===== config.mk =====
export PLATFORM = sky130hd
export DESIGN_NAME = flag_branch_unit
export DESIGN_NICKNAME = d
export VERILOG_FILES = /design/src/rtl/wisc_pkg.sv /design/src/rtl/flag_branch_unit_cond_eval.sv /design/src/rtl/flag_branch_unit.sv
export SDC_FILE = /design/constraint.sdc
export NUM_CORES = 1
export LEC_CHECK = 0
export CAP_MARGIN = 10
export CORE_MARGIN = 5
export CORE_UTILIZATION = 39
export DETAILED_ROUTE_END_ITERATION = 10
export PLACE_DENSITY = 0.79
export SLEW_MARGIN = 20
export SYNTH_ARGS = -nofsm -noshare
export SYNTH_HDL_FRONTEND = slang
export SYNTH_HIERARCHICAL = 1
export SYNTH_SLANG_ARGS = --single-unit

===== constraint.sdc =====
create_clock -name clk -period 3.2 [get_ports clk]
set_clock_uncertainty 0.2 [all_clocks]
set_input_delay 0.32 -clock clk [delete_from_list [all_inputs] [get_ports clk]]
set_output_delay 0.32 -clock clk [all_outputs]
set_load 0.01 [all_outputs]

===== src/rtl/wisc_pkg.sv =====
// Shared ISA constants for the flag/branch path: opcodes, condition codes, flag bit positions.
// Also provides the per-opcode flag ownership mask and the redirect FSM state type.
package wisc_pkg;

    localparam logic [3:0] OP_ADD    = 4'h0;
    localparam logic [3:0] OP_SUB    = 4'h1;
    localparam logic [3:0] OP_XOR    = 4'h2;
    localparam logic [3:0] OP_RED    = 4'h3;
    localparam logic [3:0] OP_SLL    = 4'h4;
    localparam logic [3:0] OP_SRA    = 4'h5;
    localparam logic [3:0] OP_ROR    = 4'h6;
    localparam logic [3:0] OP_PADDSB = 4'h7;
    localparam logic [3:0] OP_LW     = 4'h8;
    localparam logic [3:0] OP_SW     = 4'h9;
    localparam logic [3:0] OP_LLB    = 4'hA;
    localparam logic [3:0] OP_LHB    = 4'hB;
    localparam logic [3:0] OP_B      = 4'hC;
    localparam logic [3:0] OP_BR     = 4'hD;
    localparam logic [3:0] OP_PCS    = 4'hE;
    localparam logic [3:0] OP_HLT    = 4'hF;

    localparam logic [2:0] CC_NE  = 3'b000;
    localparam logic [2:0] CC_EQ  = 3'b001;
    localparam logic [2:0] CC_GT  = 3'b010;
    localparam logic [2:0] CC_LT  = 3'b011;
    localparam logic [2:0] CC_GTE = 3'b100;
    localparam logic [2:0] CC_LTE = 3'b101;
    localparam logic [2:0] CC_OV  = 3'b110;
    localparam logic [2:0] CC_UN  = 3'b111;

    localparam int FZ = 2;
    localparam int FN = 1;
    localparam int FV = 0;

    typedef enum logic {
        ST_IDLE = 1'b0,
        ST_PEND = 1'b1
    } rd_state_t;

    // Which {Z,N,V} bits an opcode is allowed to write.
    function automatic logic [2:0] flag_owner(input logic [3:0] op);
        logic [2:0] m;
        m = 3'b000;
        case (op)
            OP_ADD, OP_SUB:                 m = 3'b111;
            OP_XOR, OP_SLL, OP_SRA, OP_ROR: m = 3'b100;
            default:                        m = 3'b000;
        endcase
        return m;
    endfunction

endpackage


===== src/rtl/flag_branch_unit_cond_eval.sv =====
// Branch condition evaluator: maps a 3-bit ccc and {Z,N,V} to a taken bit.
// Purely combinational, zero latency, no backpressure.
module cond_eval
    import wisc_pkg::*;
(
    input  logic [2:0] cond,
    input  logic [2:0] flags,
    output logic       taken
);

    logic w_z, w_n, w_v;

    always_comb begin
        w_z   = flags[FZ];
        w_n   = flags[FN];
        w_v   = flags[FV];
        taken = 1'b0;
        case (cond)
            CC_NE:   taken = ~w_z;
            CC_EQ:   taken = w_z;
            CC_GT:   taken = ~w_z & ~w_n;
            CC_LT:   taken = w_n;
            CC_GTE:  taken = w_z | (~w_z & ~w_n);
            CC_LTE:  taken = w_n | w_z;
            CC_OV:   taken = w_v;
            default: taken = 1'b1;
        endcase
    end

endmodule


===== src/rtl/flag_branch_unit.sv =====
// Architectural Z/N/V register with EX bypass, ID branch decision and a registered fetch redirect.
// Flags update one cycle after EX; redirect is held (br_stall) until fetch asserts redirect_ready.
module flag_branch_unit
    import wisc_pkg::*;
#(
    parameter bit         BYPASS_EN = 1'b1,
    parameter logic [2:0] FLAG_RST  = 3'b000
) (
    input  logic        clk,
    input  logic        rst,
    input  logic        ex_valid,
    input  logic [3:0]  ex_opcode,
    input  logic        ex_stall,
    input  logic        ex_flush,
    input  logic        alu_z,
    input  logic        alu_n,
    input  logic        alu_v,
    input  logic        id_br_valid,
    input  logic [2:0]  id_cond,
    input  logic [15:0] id_target,
    input  logic        redirect_ready,
    output logic [2:0]  flags,
    output logic        br_taken,
    output logic        redirect_valid,
    output logic [15:0] redirect_pc,
    output logic        br_stall
);

    logic [2:0]  r_flags;
    rd_state_t   r_state;
    logic        r_redirect_valid;
    logic [15:0] r_redirect_pc;

    logic        w_we;
    logic [2:0]  w_mask;
    logic [2:0]  w_alu;
    logic [2:0]  w_flags_nxt;
    logic [2:0]  w_eff;
    logic        w_cond_ok;
    logic        w_br_taken;
    logic        w_br_stall;

    assign w_we        = ex_valid & ~ex_stall & ~ex_flush;
    assign w_mask      = w_we ? flag_owner(ex_opcode) : 3'b000;
    assign w_alu       = {alu_z, alu_n, alu_v};
    assign w_flags_nxt = (w_mask & w_alu) | (~w_mask & r_flags);
    // The next-state value doubles as the bypassed view: owned bits from the ALU, rest from the register.
    assign w_eff       = BYPASS_EN ? w_flags_nxt : r_flags;

    cond_eval u_cond_eval (
        .cond  (id_cond),
        .flags (w_eff),
        .taken (w_cond_ok)
    );

    assign w_br_taken = id_br_valid & w_cond_ok;
    assign w_br_stall = r_redirect_valid & ~redirect_ready;

    always_ff @(posedge clk) begin
        if (rst) begin
            r_flags          <= FLAG_RST;
            r_state          <= ST_IDLE;
            r_redirect_valid <= 1'b0;
            r_redirect_pc    <= 16'h0000;
        end else begin
            r_flags <= w_flags_nxt;
            case (r_state)
                ST_IDLE: begin
                    if (w_br_taken && !w_br_stall) begin
                        r_redirect_pc    <= id_target;
                        r_state          <= ST_PEND;
                        r_redirect_valid <= 1'b1;
                    end
                end
                ST_PEND: begin
                    if (redirect_ready) begin
                        if (w_br_taken) begin
                            r_redirect_pc <= id_target;
                        end else begin
                            r_state          <= ST_IDLE;
                            r_redirect_valid <= 1'b0;
                        end
                    end
                end
                default: begin
                    r_state          <= ST_IDLE;
                    r_redirect_valid <= 1'b0;
                end
            endcase
        end
    end

    assign flags          = r_flags;
    assign br_taken       = w_br_taken;
    assign redirect_valid = r_redirect_valid;
    assign redirect_pc    = r_redirect_pc;
    assign br_stall       = w_br_stall;

endmodule


==> results of run 1 <==
## sequential cells by signal, summed over array words and instances, names as in the netlist
register / flops
redirect_pc: 16
r_state: 1
flags: 3
redirect_valid: 1
## worst reg2reg max path, cell delays in order (launching register included)
cell and delay [ns]:
dfxtp_1 0.34, mux2_4 0.28, buf_4 0.14, a211oi_1 0.25, a311oi_2 0.07, a21oi_1 0.12
nand2_1 0.10, buf_4 0.16, a21oi_4 0.14, buf_12 0.18, mux2i_1 0.20
## area by class of cell
class	count	area, um^2
fillers	241	942
multi-input cells	79	646
repair buffers	62	624
flip-flops and latches	21	420
well taps	31	38.8
clock buffers	3	22.5
inverters	3	11.3
clock inverters	1	5.00
## stage by stage
stage | hold WS [ns] | cells
after global routing | 0.302 | 200
final | 0.283 | 200
after floorplan | 0.236 | 108
after CTS | 0.286 | 197
after global placement | 0.258 | 191
after detailed placement | 0.265 | 191
## cells in the final DEF (no fill, tap or decap), types with 2 or more instances in the layout
cell / synthesis / final
clkdlybuf4s50_1: 0 / 49
inv_1: 3 / 2
buf_4: 0 / 7
mux2i_1: 19 / 19
mux2_2: 4 / 2
a21oi_4: 1 / 2
mux2_4: 0 / 2
clkbuf_4: 0 / 3
dfxtp_1: 21 / 21
dlymetal6s2s_1: 0 / 4
nand2b_1: 38 / 38
a21oi_1: 3 / 2
## worst paths after layout
check | start | end | slack [ns] | depth (start not counted)
max | ex_opcode[3] | br_taken | 0.21 | 10
min | redirect_pc[14] | redirect_pc[14] | 0.28 | 2
max reg2reg | flags[2] | redirect_pc[5] | 0.95 | 10
min reg2reg | redirect_pc[14] | redirect_pc[14] | 0.28 | 2
## synth_stat cells (3+ instances only)
cell and n:
mux2_2 4, nand2b_1 38, mux2i_1 19, clkbuf_1 4, dfxtp_1 21, inv_1 3
a21oi_1 3
## per-layer routing
metal | vias to the layer above | share of wire | routed length [um]
li1 | 483 | - | -
met1 | 433 | 0.38 | 986
met2 | 28 | 0.54 | 1410
met3 | 4 | 0.073 | 191
met4 | 0 | 0.010 | 27
met5 | - | 0 | 0
## report_power, final
group / internal (mW) / total (mW) / switching [mW] / leakage [nW]
Combinational: 0.0980 / 0.153 / 0.0547 / 0.508
Clock: 0.0465 / 0.127 / 0.0804 / 0.0177
Sequential: 0.277 / 0.285 / 0.00868 / 0.171
## timing repair
action                                  CTS  global route
endpoints found under the setup margin   17            17
buffers inserted                          2             3
pin swaps                                 4             5
resized for setup                        10             6
## kinds of logic after synthesis
| group | after synthesis | share of synthesized area |
|---|---|---|
| simple gates | 47 | 0.288 |
| mux | 23 | 0.218 |
| buf+inv | 8 | 0.0347 |
| compound gates | 9 | 0.0706 |
| flops | 21 | 0.389 |
==> impl_results.md, run 1 <==
- RSZ-0062 raised after global routing: false
- Met1 GRT Util: 0.130
- Final setup TNS: 0 ns
- Peak VDD IR: 0.000253 V
- Startpoint Class: input pin
- Synthesized cell area: 1080 um^2
- Die X: 62.7 um
- Share of layout cells above drive strength 1: 0.148
- Yosys reg bits: 21
- Crit path kind: input pin to output port
- Post-DR wirelength/cell: 13.1 um
- Total CTS buffers: 3
- WP buf/inv: 3
- Area grow syn2layout: 63.5%
- Fin nets: 203
- Final Hold Viols: 0
- Htree depth: 1
- Met2 Track Usage GR: 0.242
- GR Layer Usage met3: 0.0540
- Total iterations of the first detailed-routing run: 4
- Fin util: 0.652
- Finished Cell Area: 1770 um^2
- Initial antenna violation count: 0
- Mapped Cells: 108
- Num ports: 55
- Yosys cell types: 23
- Family with the most delay on the worst path: simple AND/OR/NAND/NOR gates
- Area after DPL: 1660 um^2
- Rel. slew slack: 0.389
- Highest Clock Rate: 335 MHz
- Largest net degree at the start of global routing: 41
- Leak Pwr: 0.697 nW
- Die area: 3930 um^2
- CP endpoint kind: output port
- Final wirelength: 2620 um
- Dominant cell type by area after synthesis: dfxtp_1
- Final Setup Violations: 0
- CP peak stage delay: 0.58 ns
- Diode count: 0
- Syn nets: 141
- Setup ws final: 0.211 ns
- Crit path max fanout: 3
- Status: complete, no violations
- Hold Path Class: flop to flop
- Worst-Skew Late Latency: 0.29 ns
- Clock-pin slew on the worst setup and hold paths: 0.12 ns
- CP Data Required Time: 2.68 ns
- Pre-CTS WS: -0.514 ns
- Period minus WS final: 2.99 ns
- CP max stage cell: or4b_4
- Cts hold-fix bufs: 0
- DR DRC count: 0
- Root Buffer: clkbuf_4
- Fin. max-slew vios: 0
- Die Ht: 62.7 um
- Iter 0 DRT Violations: 15
- Seq/Total Area, Yosys: 0.389
- Worst-margin pin slew: 0.913 ns
- GPL Wtd Cong: 0.652
- Port Buffers: 54
- # clock sinks: 21
- Rows: 19
- Max-cap violations: 0
- Core Region: 2710 um^2
- TritonCTS clock tree: done
- Vias in the first global route: 982
- Vias post-DR: 948
- Routed Antenna Nets: 0
- Max Root-Sink Buffers: 2
- PD cells: 319 nW/um^2
- Top cells by area, synth: dfxtp_1, nand2b_1, mux2i_1
- CP cell instances: dlymetal6s2s_1, or4b_4, a21oi_4, mux2_4, or3b_1, a311oi_2, a21oi_1, nand2_1, inv_2, buf_6
- First-pass GRT wire length: 4240 um
- Via density: 4.74
- Post-synth EDFFs: 0
- Hpwl dp: 1980 um
- Power Total: 565 uW
- Global-route usage over all layers: 0.129
- Initial core utilization: 0.399
- Synth top area share: 0.389
- Syn avg cell area: 10.0 um^2
- YS warnings: 6
- Arr. time, crit path: 2.47 ns
- Async SR Flop Fraction: 0
- Most used DFF post-synth: dfxtp_1
- Final period util: 0.934
- Grt total ovfl: 0
- GR peak layer: met2
Power figures use the tool's default switching activity.
==> run 2: changes to the inputs <==
- CORE_MARGIN: 5 -> 2
- clock period: 3.2 -> 3.4 ns (I/O delays scaled with it)
==> run 2 against run 1 <==
Compared with the run above: clock-buffer cell count rose by 1; flip-flop and latch count did not move; combinational power fell by 8%; sequential share of layout area rose by 0.34 points; total power fell by 7.0%; cell area fell by 1.4%; via count rose by 0.63%; routed wire length fell by 11%; critical path type unchanged; global-route usage rose by 3.5 points; non-clock buffer count fell by 1.
==> impl_results.md, run 2 (synthesis gave the netlist of run 1 again) <==
- Post-DR wirelength/cell: 11.7 um
- CP Data Required Time: 2.86 ns
- Sequential power share: 0.511
- DR DRC count: 0
- Initial antenna violation count: 0
- Core Region: 2690 um^2
- Port Buffers: 54
- Leading cell types in the layout, fill and taps excluded: clkdlybuf4s50_1, nand2b_1, dfxtp_1
- Crit path kind: input pin to output port
- Highest Clock Rate: 304 MHz
- Grt total ovfl: 0
- Rel. slew slack: 0.395
- Vias post-DR: 954
- Area grow syn2layout: 61.2%
- Max Root-Sink Buffers: 2
- Fin nets: 202
- GPL Wtd Cong: 0.866
- Die Ht: 56.7 um
- Num ports: 55
- Total iterations of the first detailed-routing run: 4
- Clk network pwr share: 0.221
- Total CTS buffers: 3
- Arr. time, crit path: 2.75 ns
- Net Sw Power: 128 uW
- Most common cell after layout, fill and taps aside: clkdlybuf4s50_1
- Internal: 397 uW
- Final period util: 0.967
- Clock-pin slew on the worst setup and hold paths: 0.11 ns
- Final Hold Viols: 0
- Peak VDD IR: 0.000276 V
- Comb pwr share: 0.268
- Worst-margin pin slew: 0.904 ns
- Hold Path Class: flop to flop
- Max reg flops: 16
- Initial core utilization: 0.402
- Rows: 19
- Vias in the first global route: 1015
- CP endpoint kind: output port
- Root Buffer: clkbuf_4
- Final setup TNS: 0 ns
- TritonCTS clock tree: done
- # clock sinks: 21
- Startpoint Class: input pin
- Max-cap violations: 0
- Period minus WS final: 3.29 ns
- Final wirelength: 2320 um
- Final Setup Violations: 0
- Share of layout cells above drive strength 1: 0.137
- Hold slack: 0.280 ns
- Htree depth: 1
- Switch share: 0.244
- Routed Antenna Nets: 0
- Crit path max fanout: 4
- PD cells: 301 nW/um^2
- Fin. max-slew vios: 0
- Die X: 56.7 um
- Worst-Skew Late Latency: 0.29 ns
- Die area: 3210 um^2
- Status: complete, no violations
- First-pass GRT wire length: 4290 um
- Iter 0 DRT Violations: 19
- Largest net degree at the start of global routing: 41
- Hpwl dp: 1770 um
- Cts hold-fix bufs: 0
- Via density: 4.79
- Leak Pwr: 0.672 nW
- Diode count: 0
- Global-route usage over all layers: 0.164
==> run 2: layout make-up <==
class | instances | area [um^2]
Inverter | 3 | 11.3
Timing Repair Buffer | 61 | 606
Multi-Input combinational cell | 79 | 641
Tap cell | 31 | 38.8
Fill cell | 221 | 943
Clock buffer | 4 | 26.3
Sequential cell | 21 | 420
==> run 2: worst paths after layout <==
path	startpoint	endpoint	slack [ns]	cells past startpoint
max	ex_valid	br_taken	0.11	10
min	redirect_pc[0]	redirect_pc[0]	0.28	2
max reg2reg	flags[2]	redirect_pc[9]	1.20	9
min reg2reg	redirect_pc[0]	redirect_pc[0]	0.28	2
==> run 2: metal layers <==
metal	wire [um]	global-route usage	up-vias
li1	-	-	483
met1	936	0.191	436
met2	1170	0.292	31
met3	168	0.0415	4
met4	40	0.0476	0
met5	0	0	-
==> run 2: repair_timing <==
item | in CTS | in global routing
pin swaps | 2 | 5
setup endpoints to repair | 1 | 1
setup buffers | 1 | 2
gates resized for setup | 6 | 4
==> run 2: critical path: stages <==
cell             delay [ns]
clkdlybuf4s50_1        0.45
or4b_4                 0.49
a21oi_4                0.16
mux2_4                 0.33
or3b_4                 0.40
a311oi_2               0.26
a21oi_1                0.06
nand2_1                0.08
inv_1                  0.05
buf_2                  0.13
==> run 2: power by group through the flow <==
stage	sequential, mW	combinational [mW]	clock, mW
global route	0.271	0.154	0.133
finish	0.268	0.141	0.116
CTS	0.269	0.142	0.123
floorplan	0.280	0.0537	0
global placement	0.273	0.137	0
detailed placement	0.274	0.140	0
==> run 2: per-stage QoR <==
stage,util,setup WS [ns],cell area (um^2),instances,total power [mW]
2_1_floorplan,-,0.459,1080,108,0.333
3_3_place_gp,0.624,-0.230,1680,192,0.411
3_5_place_dp,0.624,-0.305,1680,192,0.414
4_1_cts,0.643,0.00132,1730,197,0.533
5_1_grt,0.649,-0.0117,1740,199,0.557
6_report,0.649,0.111,1740,199,0.525
==> run 3: changes to the inputs <==
- CORE_MARGIN: 2 -> unset
- GPL_TIMING_DRIVEN: unset -> 0
==> run 3 against run 2 <==
Compared with the run above: non-clock buffer count grew 2; fmax decreased by 0.52%; total power is 1.4% higher; final cell count increased by 0.50%; highest routed layer unchanged; critical path type unchanged; die area shrank 6.9%.
==> impl_results.md, run 3 (synthesis gave the netlist of run 1 again) <==
- Status: complete, no violations
- Total iterations of the first detailed-routing run: 2
- Crit path max fanout: 3
- Startpoint Class: input pin
- Core Region: 2540 um^2
- Die area: 2990 um^2
- Share of layout cells above drive strength 1: 0.141
- Diode count: 0
- Fin. max-slew vios: 0
- Iter 0 DRT Violations: 2
- Max reg flops: 16
- PD cells: 307 nW/um^2
- Final wirelength: 2460 um
- Period minus WS final: 3.31 ns
- Grt total ovfl: 0
- Pre-CTS WS: -0.462 ns
- Most common cell after layout, fill and taps aside: clkdlybuf4s50_1
- Worst-Skew Late Latency: 0.31 ns
- Hold slack: 0.181 ns
- Cts hold-fix bufs: 0
- Num ports: 55
- Hpwl dp: 1860 um
- Final Setup Violations: 0
- Leading cell types in the layout, fill and taps excluded: clkdlybuf4s50_1, nand2b_1, dfxtp_1
- Post-DR wirelength/cell: 12.3 um
- CP endpoint kind: output port
- Max-cap violations: 0
- # clock sinks: 21
- GPL Wtd Cong: 0.665
- Vias in the first global route: 914
- Worst-margin pin slew: 0.357 ns
- Largest net degree at the start of global routing: 13
- Rows: 18
- TritonCTS clock tree: done
- Final period util: 0.972
- Vias post-DR: 947
- Root Buffer: clkbuf_4
- Peak VDD IR: 0.000246 V
- DR DRC count: 0
- Final Hold Viols: 0
- Routed Antenna Nets: 0
- Hold Path Class: input pin to flop
- Die Ht: 54.7 um
- Rel. slew slack: 0.762
- Total CTS buffers: 3
- CP max stage cell: or4b_4
- Area grow syn2layout: 60.4%
- RSZ-0062 raised after global routing: false
- Initial antenna violation count: 0
- Fin nets: 204
- CP peak stage delay: 0.58 ns
- Htree depth: 1
- CP Data Required Time: 2.86 ns
- Crit path kind: input pin to output port
- Arr. time, crit path: 2.77 ns
- First-pass GRT wire length: 3770 um
- Setup ws final: 0.0937 ns
- Clock-pin slew on the worst setup and hold paths: 0.11 ns
- Leak Pwr: 0.648 nW
- Port Buffers: 53
- Global-route usage over all layers: 0.177
- CP cell instances: clkdlybuf4s50_1, or4b_4, a21oi_4, mux2_4, buf_4, or3_2, o21ai_0, a21oi_2, nand2_2, inv_1, clkbuf_2
- Initial core utilization: 0.425
- Max Root-Sink Buffers: 2
- Highest Clock Rate: 302 MHz
- Power Total: 533 uW
- Die X: 54.7 um
- Via density: 4.74
==> run 3: per-layer routing <==
layer,up-vias,GRT usage,routed length (um)
met5,-,0,0
met4,0,0.0641,15
met3,2,0.0556,147
met2,25,0.311,1300
met1,435,0.197,1000
li1,485,-,-
==> run 3: layout make-up <==
class                      instances  area [um^2]
tap                               30         37.5
clock buffer                       3         22.5
timing repair buffer              58          563
clock inverter                     1         5.00
sequential                        21          420
inverter                           3         11.3
buffer                             5         26.3
multi-input combinational         79          648
fill                             218          811
==> run 3: timing repair <==
| action | in CTS | in global routing |
|---|---|---|
| endpoints found under the setup margin | 1 | 11 |
| setup buffers | 2 | 3 |
| resized for setup | 7 | 2 |
| pin swaps | 4 | 3 |
==> run 3: worst max-delay path: cells and delay by family <==
family                 cells  cell delay, ns
and+or+nand+nor            3            1.05
buffers and inverters      4            0.70
muxes                      1            0.33
AOI/OAI and AO/OA          3            0.36
==> run 3: final timing paths <==
path	from	endpoint	slack (ns)	cells past startpoint
hold reg to reg	redirect_pc[7]	redirect_pc[7]	0.28	2
setup reg to reg	flags[2]	redirect_pc[4]	1.18	10
setup / recovery	ex_opcode[3]	br_taken	0.09	11
hold / removal	rst	r_state	0.18	2
==> run 3: power breakdown <==
part | leakage, nW | switching, mW | internal, mW
Sequential | 0.171 | 0.00813 | 0.260
Combinational | 0.459 | 0.0514 | 0.0901
Clock | 0.0177 | 0.0787 | 0.0439
Total | 0.648 | 0.138 | 0.394
==> run 3: metrics by stage <==
stage | setup TNS, ns | utilization | std cells | area [um^2]
global placement | -1.72 | 0.648 | 191 | 1650
detailed placement | -2.36 | 0.648 | 191 | 1650
CTS | 0 | 0.673 | 197 | 1710
global route | 0 | 0.681 | 200 | 1730
floorplan | 0 | - | 108 | 1080
finish | 0 | 0.681 | 200 | 1730
